`config.mk`:
```
export PLATFORM = sky130hd
export DESIGN_NAME = mem_arbiter_flat
export DESIGN_NICKNAME = d
export VERILOG_FILES = /design/src/rtl/mem_arbiter_if.sv /design/src/rtl/mem_arbiter.sv /design/src/flat_wrapper.sv
export SDC_FILE = /design/constraint.sdc
export NUM_CORES = 1
export LEC_CHECK = 0
export CORE_ASPECT_RATIO = 0.6
export CORE_UTILIZATION = 36
export DETAILED_ROUTE_END_ITERATION = 10
export HOLD_SLACK_MARGIN = 0.06
export PLACE_DENSITY = 0.89
export SLEW_MARGIN = 15
export SYNTH_ARGS = -nofsm -noshare
export SYNTH_HDL_FRONTEND = slang
export SYNTH_SLANG_ARGS = --single-unit
```
`constraint.sdc`:
```
create_clock -name CLK -period 2.2 [get_ports CLK]
set_clock_uncertainty 0.1 [all_clocks]
set_input_delay 0.55 -clock CLK [delete_from_list [all_inputs] [get_ports CLK]]
set_output_delay 0.55 -clock CLK [all_outputs]
set_load 0.03 [all_outputs]
```
`src/rtl/mem_arbiter_if.sv`:
```
// mem_arbiter_if: requester handshakes (CPU, VGA) and memory-unit bus for mem_arbiter.
interface mem_arbiter_if;
  logic        CPU_REQ;
  logic        CPU_WE;
  logic [31:0] CPU_ADDR;
  logic [31:0] CPU_WDATA;
  logic        CPU_ACK;
  logic [31:0] CPU_RDATA;

  logic        VGA_REQ;
  logic        VGA_WE;
  logic [31:0] VGA_ADDR;
  logic [31:0] VGA_WDATA;
  logic        VGA_ACK;
  logic [31:0] VGA_RDATA;

  logic [31:0] MEM_ADDR;
  logic        MEM_N_WE;
  logic        MEM_N_OE;
  logic [31:0] MEM_IN;
  logic [31:0] MEM_OUT;

  logic        BUSY;

  // Arbiter side
  modport master (
    input  CPU_REQ, CPU_WE, CPU_ADDR, CPU_WDATA,
    input  VGA_REQ, VGA_WE, VGA_ADDR, VGA_WDATA,
    input  MEM_OUT,
    output CPU_ACK, CPU_RDATA, VGA_ACK, VGA_RDATA,
    output MEM_ADDR, MEM_N_WE, MEM_N_OE, MEM_IN, BUSY
  );

  // Requester / memory side
  modport slave (
    output CPU_REQ, CPU_WE, CPU_ADDR, CPU_WDATA,
    output VGA_REQ, VGA_WE, VGA_ADDR, VGA_WDATA,
    output MEM_OUT,
    input  CPU_ACK, CPU_RDATA, VGA_ACK, VGA_RDATA,
    input  MEM_ADDR, MEM_N_WE, MEM_N_OE, MEM_IN, BUSY
  );
endinterface

```
`src/rtl/mem_arbiter.sv`:
```
// mem_arbiter: round-robin CPU/VGA arbiter driving a strobed memory unit
// (IDLE -> ACCESS for WAIT_CYCLES strobe-low cycles -> RECOVER with ACK).
module mem_arbiter #(
  parameter int unsigned WAIT_CYCLES = 2
) (
  input logic           CLK,
  input logic           RST,
  mem_arbiter_if.master bus
);

  localparam int unsigned CNT_W = 4;
  localparam int unsigned DW    = 32;

  localparam logic [1:0] IDLE    = 2'd0;
  localparam logic [1:0] ACCESS  = 2'd1;
  localparam logic [1:0] RECOVER = 2'd2;

  logic [1:0]       state,     state_nxt;
  logic [CNT_W-1:0] cnt,       cnt_nxt;
  logic             last_vga,  last_vga_nxt;
  logic             win_vga,   win_vga_nxt;
  logic             is_wr,     is_wr_nxt;
  logic [DW-1:0]    mem_addr,  mem_addr_nxt;
  logic [DW-1:0]    mem_in,    mem_in_nxt;
  logic [DW-1:0]    cpu_rdata, cpu_rdata_nxt;
  logic [DW-1:0]    vga_rdata, vga_rdata_nxt;
  logic             n_we,      n_we_nxt;
  logic             n_oe,      n_oe_nxt;
  logic             cpu_ack,   cpu_ack_nxt;
  logic             vga_ack,   vga_ack_nxt;
  logic             busy,      busy_nxt;
  logic             grant_vga_c;

  // Next-state, grant and registered-output computation
  always_comb begin
    state_nxt     = state;
    cnt_nxt       = cnt;
    last_vga_nxt  = last_vga;
    win_vga_nxt   = win_vga;
    is_wr_nxt     = is_wr;
    mem_addr_nxt  = mem_addr;
    mem_in_nxt    = mem_in;
    cpu_rdata_nxt = cpu_rdata;
    vga_rdata_nxt = vga_rdata;
    n_we_nxt      = 1'b1;
    n_oe_nxt      = 1'b1;
    cpu_ack_nxt   = 1'b0;
    vga_ack_nxt   = 1'b0;

    // Contended: the side not granted last wins; otherwise the lone requester.
    grant_vga_c = (bus.CPU_REQ && bus.VGA_REQ) ? ~last_vga : bus.VGA_REQ;

    case (state)
      IDLE: begin
        if (bus.CPU_REQ || bus.VGA_REQ) begin
          state_nxt    = ACCESS;
          win_vga_nxt  = grant_vga_c;
          last_vga_nxt = grant_vga_c;
          is_wr_nxt    = grant_vga_c ? bus.VGA_WE    : bus.CPU_WE;
          mem_addr_nxt = grant_vga_c ? bus.VGA_ADDR  : bus.CPU_ADDR;
          mem_in_nxt   = grant_vga_c ? bus.VGA_WDATA : bus.CPU_WDATA;
          cnt_nxt      = CNT_W'(WAIT_CYCLES - 1);
          n_we_nxt     = ~is_wr_nxt;
          n_oe_nxt     = is_wr_nxt;
        end
      end
      ACCESS: begin
        if (cnt != '0) begin
          cnt_nxt  = cnt - CNT_W'(1);
          n_we_nxt = ~is_wr;
          n_oe_nxt = is_wr;
        end else begin
          state_nxt = RECOVER;
          if (win_vga) begin
            vga_ack_nxt = 1'b1;
            if (!is_wr) vga_rdata_nxt = bus.MEM_OUT;
          end else begin
            cpu_ack_nxt = 1'b1;
            if (!is_wr) cpu_rdata_nxt = bus.MEM_OUT;
          end
        end
      end
      RECOVER: begin
        state_nxt = IDLE;
      end
      default: begin
        state_nxt = IDLE;
      end
    endcase

    busy_nxt = (state_nxt != IDLE);
  end

  // State and output registers with synchronous reset
  always_ff @(posedge CLK) begin
    if (RST) begin
      state     <= IDLE;
      cnt       <= '0;
      last_vga  <= 1'b1;
      win_vga   <= 1'b0;
      is_wr     <= 1'b0;
      mem_addr  <= '0;
      mem_in    <= '0;
      cpu_rdata <= '0;
      vga_rdata <= '0;
      n_we      <= 1'b1;
      n_oe      <= 1'b1;
      cpu_ack   <= 1'b0;
      vga_ack   <= 1'b0;
      busy      <= 1'b0;
    end else begin
      state     <= state_nxt;
      cnt       <= cnt_nxt;
      last_vga  <= last_vga_nxt;
      win_vga   <= win_vga_nxt;
      is_wr     <= is_wr_nxt;
      mem_addr  <= mem_addr_nxt;
      mem_in    <= mem_in_nxt;
      cpu_rdata <= cpu_rdata_nxt;
      vga_rdata <= vga_rdata_nxt;
      n_we      <= n_we_nxt;
      n_oe      <= n_oe_nxt;
      cpu_ack   <= cpu_ack_nxt;
      vga_ack   <= vga_ack_nxt;
      busy      <= busy_nxt;
    end
  end

  assign bus.CPU_ACK   = cpu_ack;
  assign bus.CPU_RDATA = cpu_rdata;
  assign bus.VGA_ACK   = vga_ack;
  assign bus.VGA_RDATA = vga_rdata;
  assign bus.MEM_ADDR  = mem_addr;
  assign bus.MEM_N_WE  = n_we;
  assign bus.MEM_N_OE  = n_oe;
  assign bus.MEM_IN    = mem_in;
  assign bus.BUSY      = busy;

endmodule

```
`src/flat_wrapper.sv`:
```
// flat-port wrapper written by rule: the top's interface ports become plain ports
module mem_arbiter_flat 
#(
  parameter int unsigned WAIT_CYCLES = 2
)
  (CLK, RST, bus_CPU_REQ, bus_CPU_WE, bus_CPU_ADDR, bus_CPU_WDATA, bus_VGA_REQ, bus_VGA_WE, bus_VGA_ADDR, bus_VGA_WDATA, bus_MEM_OUT, bus_CPU_ACK, bus_CPU_RDATA, bus_VGA_ACK, bus_VGA_RDATA, bus_MEM_ADDR, bus_MEM_N_WE, bus_MEM_N_OE, bus_MEM_IN, bus_BUSY);
  mem_arbiter_if bus_i ();
  input logic CLK;
  input logic RST;
  input wire logic [$bits(bus_i.CPU_REQ)-1:0] bus_CPU_REQ;
  input wire logic [$bits(bus_i.CPU_WE)-1:0] bus_CPU_WE;
  input wire logic [$bits(bus_i.CPU_ADDR)-1:0] bus_CPU_ADDR;
  input wire logic [$bits(bus_i.CPU_WDATA)-1:0] bus_CPU_WDATA;
  input wire logic [$bits(bus_i.VGA_REQ)-1:0] bus_VGA_REQ;
  input wire logic [$bits(bus_i.VGA_WE)-1:0] bus_VGA_WE;
  input wire logic [$bits(bus_i.VGA_ADDR)-1:0] bus_VGA_ADDR;
  input wire logic [$bits(bus_i.VGA_WDATA)-1:0] bus_VGA_WDATA;
  input wire logic [$bits(bus_i.MEM_OUT)-1:0] bus_MEM_OUT;
  output wire logic [$bits(bus_i.CPU_ACK)-1:0] bus_CPU_ACK;
  output wire logic [$bits(bus_i.CPU_RDATA)-1:0] bus_CPU_RDATA;
  output wire logic [$bits(bus_i.VGA_ACK)-1:0] bus_VGA_ACK;
  output wire logic [$bits(bus_i.VGA_RDATA)-1:0] bus_VGA_RDATA;
  output wire logic [$bits(bus_i.MEM_ADDR)-1:0] bus_MEM_ADDR;
  output wire logic [$bits(bus_i.MEM_N_WE)-1:0] bus_MEM_N_WE;
  output wire logic [$bits(bus_i.MEM_N_OE)-1:0] bus_MEM_N_OE;
  output wire logic [$bits(bus_i.MEM_IN)-1:0] bus_MEM_IN;
  output wire logic [$bits(bus_i.BUSY)-1:0] bus_BUSY;
  assign bus_i.CPU_REQ = bus_CPU_REQ;
  assign bus_i.CPU_WE = bus_CPU_WE;
  assign bus_i.CPU_ADDR = bus_CPU_ADDR;
  assign bus_i.CPU_WDATA = bus_CPU_WDATA;
  assign bus_i.VGA_REQ = bus_VGA_REQ;
  assign bus_i.VGA_WE = bus_VGA_WE;
  assign bus_i.VGA_ADDR = bus_VGA_ADDR;
  assign bus_i.VGA_WDATA = bus_VGA_WDATA;
  assign bus_i.MEM_OUT = bus_MEM_OUT;
  assign bus_CPU_ACK = bus_i.CPU_ACK;
  assign bus_CPU_RDATA = bus_i.CPU_RDATA;
  assign bus_VGA_ACK = bus_i.VGA_ACK;
  assign bus_VGA_RDATA = bus_i.VGA_RDATA;
  assign bus_MEM_ADDR = bus_i.MEM_ADDR;
  assign bus_MEM_N_WE = bus_i.MEM_N_WE;
  assign bus_MEM_N_OE = bus_i.MEM_N_OE;
  assign bus_MEM_IN = bus_i.MEM_IN;
  assign bus_BUSY = bus_i.BUSY;
  mem_arbiter #(.WAIT_CYCLES(WAIT_CYCLES)) u_core (.CLK(CLK), .RST(RST), .bus(bus_i));
endmodule
```
==> summary.md, run 1 <==
| Metric | Value |
|---|---|
| Outcome | `completed` |
| Cells along the critical path | `clkdlybuf4s50_1` |
| First-pass GRT wire length | `26.3 mm` |
| CTS tree | `yes` |
| Max-Cap Viols | `0` |
| Clock latency on the worst-skew pair | `approximately 0.40 ns` |
| Root buffer cell | `clkbuf_16` |
| CTS Hold Buffers Added | `0` |
| Seq/Total Area, Yosys | `50.4%` |
| CP arrival | `1.47 ns` |
| Critical path depth | `1` |
| FF+latch area | `2840 sq um` |
| Hold Path Class | `flop to flop` |
| # DRC | `0` |
| H-tree depth | `4` |
| Worst-Margin Slew | `around 0.41 ns` |
| Crit path time final | `between 2 and 2.5 ns` |
| Total congestion overflow | `0` |
| Gpl congestion | `0.823` |
| #FFs+latches synth | `142` |
| DR iter-0 viols | `about 250` |
| Leakage | `roughly 3.4 nW` |
| Vias in the first global route | `5137` |
| Worst path slowest cell | `clkdlybuf4s50_1` |
| CTS max path bufs | `2` |
| Wirelength per Cell | `16.1 microns` |
| Ant diodes | `0` |
| Setup crit end | `bus_CPU_RDATA[11]` |
| Tcrit/Tclk final | `between 90% and 100%` |
| Cell Rows | `35` |
| Initial antenna violation count | `0` |
| Hold Crit Depth | `2` |
| Via count | `5280` |
| Count of different cell masters after synthesis | `39` |
| Initial Util | `36.8%` |
| Clock transition at path regs | `0.06 ns` |
| Layout cell share with drive strength beyond 1 | `13.6%` |
| Cts bufs inserted | `17` |
| Clock sink count | `about 140` |
| IO Pins | `299` |
| Crit Reg-Reg Startpoint | `u_core.cnt[0]` |
| Post-route ant nets | `0` |
| Startpoint Class | `flop` |
| Crit path buf inv count | `1` |
| CP max FO | `2` |
| Die X | `164 microns` |
| Multi-input logic area | `2570 sq um` |
| Synth Cell Area | `roughly 5600 sq um` |
| Hpwl dp | `12.6 mm` |
| Asr flop ratio synth | `0%` |
| Fmax | `~470 MHz` |
| Avg Inst Size Synth | `10.0 sq um` |
| Flop-to-flop setup slack | `0.13 ns` |
| Crit path max-delay family | `buffers and inverters` |
| Final Hold Fails | `0` |
| Final setup vio count | `0` |
| Gates resized, CTS repair | `0` |
| Post-Syn Nets | `731` |
| Fin Setup TNS | `0 ns` |
| Total wire length | `17.2 mm` |
| Worst Setup Path Type | `flop to output pin` |
| Fillers | `1292` |
| Slew margin rel. | `72.5%` |
| CP Capture Type | `output pin` |
| Cells after synthesis | `around 560` |
| Drt pass-1 iters | `5` |
| Syn. warnings | `0` |
| Slew Limit Fails | `0` |
| Area delta synth->final | `68.8%` |
| Largest net degree at the start of global routing | `65` |
| CP max stage delay | `0.69 ns` |
| Worst Hold Margin | `0.353 ns` |
| Post-synth EDFFs | `0` |
| R2r endpoint | `u_core.bus.CPU_RDATA[25]` |
| # Post-CTS Setup Buffers | `0` |
| Max VDD drop | `527 uV` |
| Layout net count | `~1000` |
| Die area | `16200 sq um` |
| Core Region | `15300 sq um` |
| Origin of the worst setup path | `u_core.bus.CPU_RDATA[11]` |
| RSZ-0062 raised after global routing | `no` |
| Power Density | `813 nW/um^2` |
| GRT Total Usage | `20.6%` |
| Worst r2r path cells | `7` |
| Chip height | `99.0 microns` |
| DR vias/cell | `4.93` |
| Top_reg_cell synth | `dfxtp_1` |
| Critical Path RT | `1.55 ns` |
| Port bufs | `298` |
[through the flow]
stage               worst slack (ns)  util [%]  cells  instance area [sq um]  power [mW]
global route                  0.0145      62.1   1070                   9530        8.07
floorplan                     0.0846         -    563                   5640        3.97
global placement              0.0391      58.2   1038                   8920        4.84
finish                        0.0841      62.1   1070                   9530        7.75
CTS                           0.0469      62.1   1070                   9530        7.82
detailed placement           -0.0322      58.2   1038                   8920        4.88
[layout by cell type (no fill, tap or decap), types with 9 or more instances in the layout]
master           Yosys  final
a21oi_1             36     36
o2bb2ai_1           64     64
clkbuf_16            0     17
mux2i_1             64     64
nand2_1            103    103
nor3_1               9      9
clkdlybuf4s50_1      0    297
a21oi_2             30     30
dfxtp_1            142    142
buf_4                0     12
buf_12               3      9
nand2_2             28     28
[synth_stat cells, types with 3 or more instances]
master	instances	share of area (%)
dfxtp_1	142	50
nand2_1	103	6.9
mux2i_1	64	11
o2bb2ai_1	64	9.9
a21oi_1	36	3.2
a21oi_2	30	4.7
nand2_2	28	3.1
clkbuf_1	26	1.7
buf_2	11	0.98
nor3_1	9	0.80
nor2_1	6	0.40
buf_1	4	0.27
buf_12	3	1.1
nand3_1	3	0.27
nor2b_1	3	0.33
[registers in the layout (all words and copies together) (netlist names), 2 cells and up]
signal                cells
u_core.bus.VGA_RDATA     32
u_core.state              2
u_core.bus.MEM_IN        32
u_core.cnt                4
u_core.bus.MEM_ADDR      32
u_core.bus.CPU_RDATA     32
[report_power, final]
| part | switching, mW | total [mW] | internal, mW | leakage [nW] |
|---|---|---|---|---|
| Sequential | 0.140 | 2.93 | 2.79 | 1.16 |
| Combinational | 0.991 | 1.89 | 0.900 | 1.91 |
| Clock | 1.16 | 2.92 | 1.76 | 0.293 |
| Total | 2.29 | 7.75 | 5.45 | 3.36 |
[layer usage]
layer	share of wire [%]	GRT usage, %	wire length, microns	vias up
met2	47	33.7	8010	210
met4	1.3	5.70	226	0
li1	-	-	-	2563
met5	0	0	0	-
met1	44	26.0	7520	2488
met3	8.3	6.61	1420	19
[worst min-delay path by stage]
stage	start	end	slack, ns
finish	u_core.bus.CPU_RDATA[18]	u_core.bus.CPU_RDATA[18]	0.35
global route	u_core.bus.CPU_RDATA[8]	u_core.bus.CPU_RDATA[8]	0.36
CTS	RST	u_core.bus.BUSY	0.35
detailed placement	u_core.bus.CPU_RDATA[18]	u_core.bus.CPU_RDATA[18]	0.35
global placement	u_core.bus.CPU_RDATA[8]	u_core.bus.CPU_RDATA[8]	0.34
floorplan	u_core.cnt[0]	u_core.cnt[0]	0.37
[area by class of cell]
cell class                 instances  share of cell area, %
clock buffer                      19                   4.76
clock inverter                    13                   1.60
inverter                           2                 0.0788
multi-input combinational        373                   27.0
sequential                       142                   29.8
tap                              203                   2.67
timing repair buffer             318                   34.0
[cells by family (layout without fill, tap and decap cells)]
kind of cell / Yosys count / in the layout / share of synthesized area [%]
DFF: 142 / 142 / 50.4
adders and majority gates: 2 / 2 / 0.443
buffers and inverters: 48 / 352 / 4.57
AOI/OAI and AO/OA: 142 / 142 / 19.3
and+or+nand+nor: 163 / 163 / 13.6
muxes: 64 / 64 / 11.4
xor gates and xnor gates: 2 / 2 / 0.310
Power figures use the tool's default switching activity.
==> run 2, diff against run 1 <==
Settings changed: CELL_PAD_IN_SITES_DETAIL_PLACEMENT set to 0, CELL_PAD_IN_SITES_GLOBAL_PLACEMENT set to 1, CORE_UTILIZATION 36 to 26.
==> summary.md, run 2 (synthesis results as in run 1) <==
| Metric | Value |
|---|---|
| DR iter-0 viols | `203 (-17%)` |
| CP max FO | `2 (unchanged)` |
| Crit path max-delay family | `buffers and inverters` |
| Post-layout util | `45.2% (-17 points)` |
| Die area | `22300 sq um (+38%)` |
| Slew margin rel. | `70.1% (-2.4 points)` |
| Flop-to-flop setup slack | `0.12 ns (about the same)` |
| Via count | `5185 (-1.8%)` |
| Max-Cap Viols | `0 (unchanged)` |
| Final Hold Fails | `0 (unchanged)` |
| Cell Area, Placed | `9030 sq um (+1.2%)` |
| Post-route ant nets | `0 (unchanged)` |
| Outcome | `completed` |
| First-pass GRT wire length | `26.3 mm (unchanged)` |
| # Post-CTS Setup Buffers | `0 (unchanged)` |
| Wirelength per Cell | `15.1 microns (-6.3%)` |
| Leakage | `3.33 nW (-1.0%)` |
| CP Capture Type | `output pin` |
| Crit Reg-Reg Startpoint | `u_core.cnt[0]` |
| Port bufs | `298 (unchanged)` |
| Layout cell share with drive strength beyond 1 | `13.1% (-0.55 points)` |
| Power Density | `776 nW/um^2 (-4.5%)` |
| Initial Util | `26.7% (-10 points)` |
| Met3 WL | `1.56 mm (+9.7%)` |
| Max VDD drop | `539 uV (+2.2%)` |
| DR vias/cell | `4.53 (-8.2%)` |
| Final instance area | `9550 sq um (+0.21%)` |
| H-tree depth | `4 (unchanged)` |
| Total wire length | `17.2 mm (+0.20%)` |
| Hold Crit Endpoint | `u_core.bus.CPU_RDATA[10]` |
| Root buffer cell | `clkbuf_16` |
| Clock sink count | `142 (unchanged)` |
| Clock transition at path regs | `0.06 ns (about the same)` |
| # DRC | `0 (unchanged)` |
| R2r endpoint | `u_core.bus.CPU_RDATA[29]` |
| FF+latch area | `2840 sq um (unchanged)` |
| Initial antenna violation count | `0 (unchanged)` |
| Cell Rows | `41 (+17%)` |
| Hold Path Class | `flop to flop` |
| Fmax | `469 MHz (-0.86%)` |
| Core Region | `21100 sq um (+38%)` |
| Hpwl dp | `12.2 mm (-3.7%)` |
| Worst-Margin Slew | `0.449 ns (+0.0393 ns)` |
| Layout net count | `1022 (unchanged)` |
| Crit path buf inv count | `1 (unchanged)` |
| Ant diodes | `0 (unchanged)` |
| WL met2 | `7.61 mm (-5.0%)` |
| Critical Path RT | `1.55 ns (about the same)` |
| Worst path slowest cell | `clkdlybuf4s50_1` |
| Total congestion overflow | `0 (unchanged)` |
| Critical path depth | `1 (unchanged)` |
| Worst Setup Path Type | `flop to output pin` |
| Gpl congestion | `0.753 (-8.5%)` |
| RSZ-0062 raised after global routing | `no` |
| Chip height | `116 microns (+17%)` |
| Max layer used | `met4` |
| Multi-input logic area | `2570 sq um (unchanged)` |
| Slew Limit Fails | `0 (unchanged)` |
| Cts bufs inserted | `17 (unchanged)` |
| Clock latency on the worst-skew pair | `0.41 ns (about the same)` |
| GRT Total Usage | `15.2% (-5.3 points)` |
| Gates resized, CTS repair | `0 (unchanged)` |
| Area delta synth->final | `69.2%` |
| Worst r2r path cells | `7 (unchanged)` |
| CTS Hold Buffers Added | `0 (unchanged)` |
| Die X | `192 microns (+17%)` |
| Vias in the first global route | `5041 (-1.9%)` |
| CTS tree | `yes` |
| Fillers | `2018 (+56%)` |
| Tcrit/Tclk final | `97.0% (+0.84 points)` |
| Hold Crit Depth | `2 (unchanged)` |
| Cells along the critical path | `clkdlybuf4s50_1` |
| CP arrival | `1.48 ns (about the same)` |
| Fin Setup TNS | `0 ns (unchanged)` |
| IO Pins | `299 (unchanged)` |
| Commonest non-fill, non-tap cell in the layout | `clkdlybuf4s50_1` |
| Crit path time final | `2.13 ns (+0.0184 ns)` |
| Largest net degree at the start of global routing | `77 (+18%)` |
| Startpoint Class | `flop` |
| M1 wire length | `7.87 mm (+4.6%)` |
| CTS max path bufs | `2 (unchanged)` |
| Final setup vio count | `0 (unchanged)` |
| Most frequent cells in the layout | `297 x clkdlybuf4s50_1, 142 x dfxtp_1, 103 x nand2_1, 64 x mux2i_1, 64 x o2bb2ai_1` |
| Drt pass-1 iters | `4 (-1)` |
| CP max stage delay | `0.71 ns (+0.02 ns)` |
| Min-delay src | `u_core.bus.CPU_RDATA[10]` |
run 2: cell count changes in the layout (fill, tap and decap cells not counted), sizes merged:
cell / change
inv: -6
clkbuf: +4
clkinv: +2
bufinv: -2
run 2: final cells by class:
| type | instances | area share (%) |
|---|---|---|
| Tap cell | 279 | 3.66 |
| Clock inverter | 7 | 0.419 |
| Timing Repair Buffer | 318 | 34.1 |
| Sequential cell | 142 | 29.8 |
| Clock buffer | 23 | 5.01 |
| Inverter | 2 | 0.0786 |
| Multi-Input combinational cell | 373 | 26.9 |
run 2: metal layers:
metal,track usage [%],vias to the layer above
li1,-,2554
met1,18.9,2441
met2,24.0,180
met3,6.22,10
met4,5.30,0
met5,0,-
run 2: power breakdown:
group / total, mW / switching [mW] / internal, mW
Combinational: 1.89 / 0.988 / 0.907
Clock: 2.58 / 1.08 / 1.51
Sequential: 2.93 / 0.138 / 2.79
run 2: per-stage QoR:
stage / setup WS (ns) / hold WS (ns) / std cells / total power, mW
floorplan: 0.0846 / 0.368 / 563 / 3.97
global placement: 0.0701 / 0.341 / 1114 / 4.87
detailed placement: 0.0256 / 0.344 / 1114 / 4.88
CTS: 0.0235 / 0.354 / 1144 / 7.53
global route: 0.0117 / 0.366 / 1144 / 7.76
finish: 0.0657 / 0.350 / 1144 / 7.41
run 2: worst max path at each step:
stage	from	slack, ns	to
floorplan	u_core.cnt[0]	0.08	u_core.bus.CPU_RDATA[10]
finish	u_core.bus.CPU_RDATA[20]	0.07	bus_CPU_RDATA[20]
CTS	u_core.bus.CPU_RDATA[20]	0.02	bus_CPU_RDATA[20]
global route	u_core.bus.CPU_RDATA[19]	0.01	bus_CPU_RDATA[19]
detailed placement	bus_VGA_REQ	0.03	u_core.bus.MEM_IN[25]
global placement	bus_VGA_REQ	0.07	u_core.bus.MEM_ADDR[7]
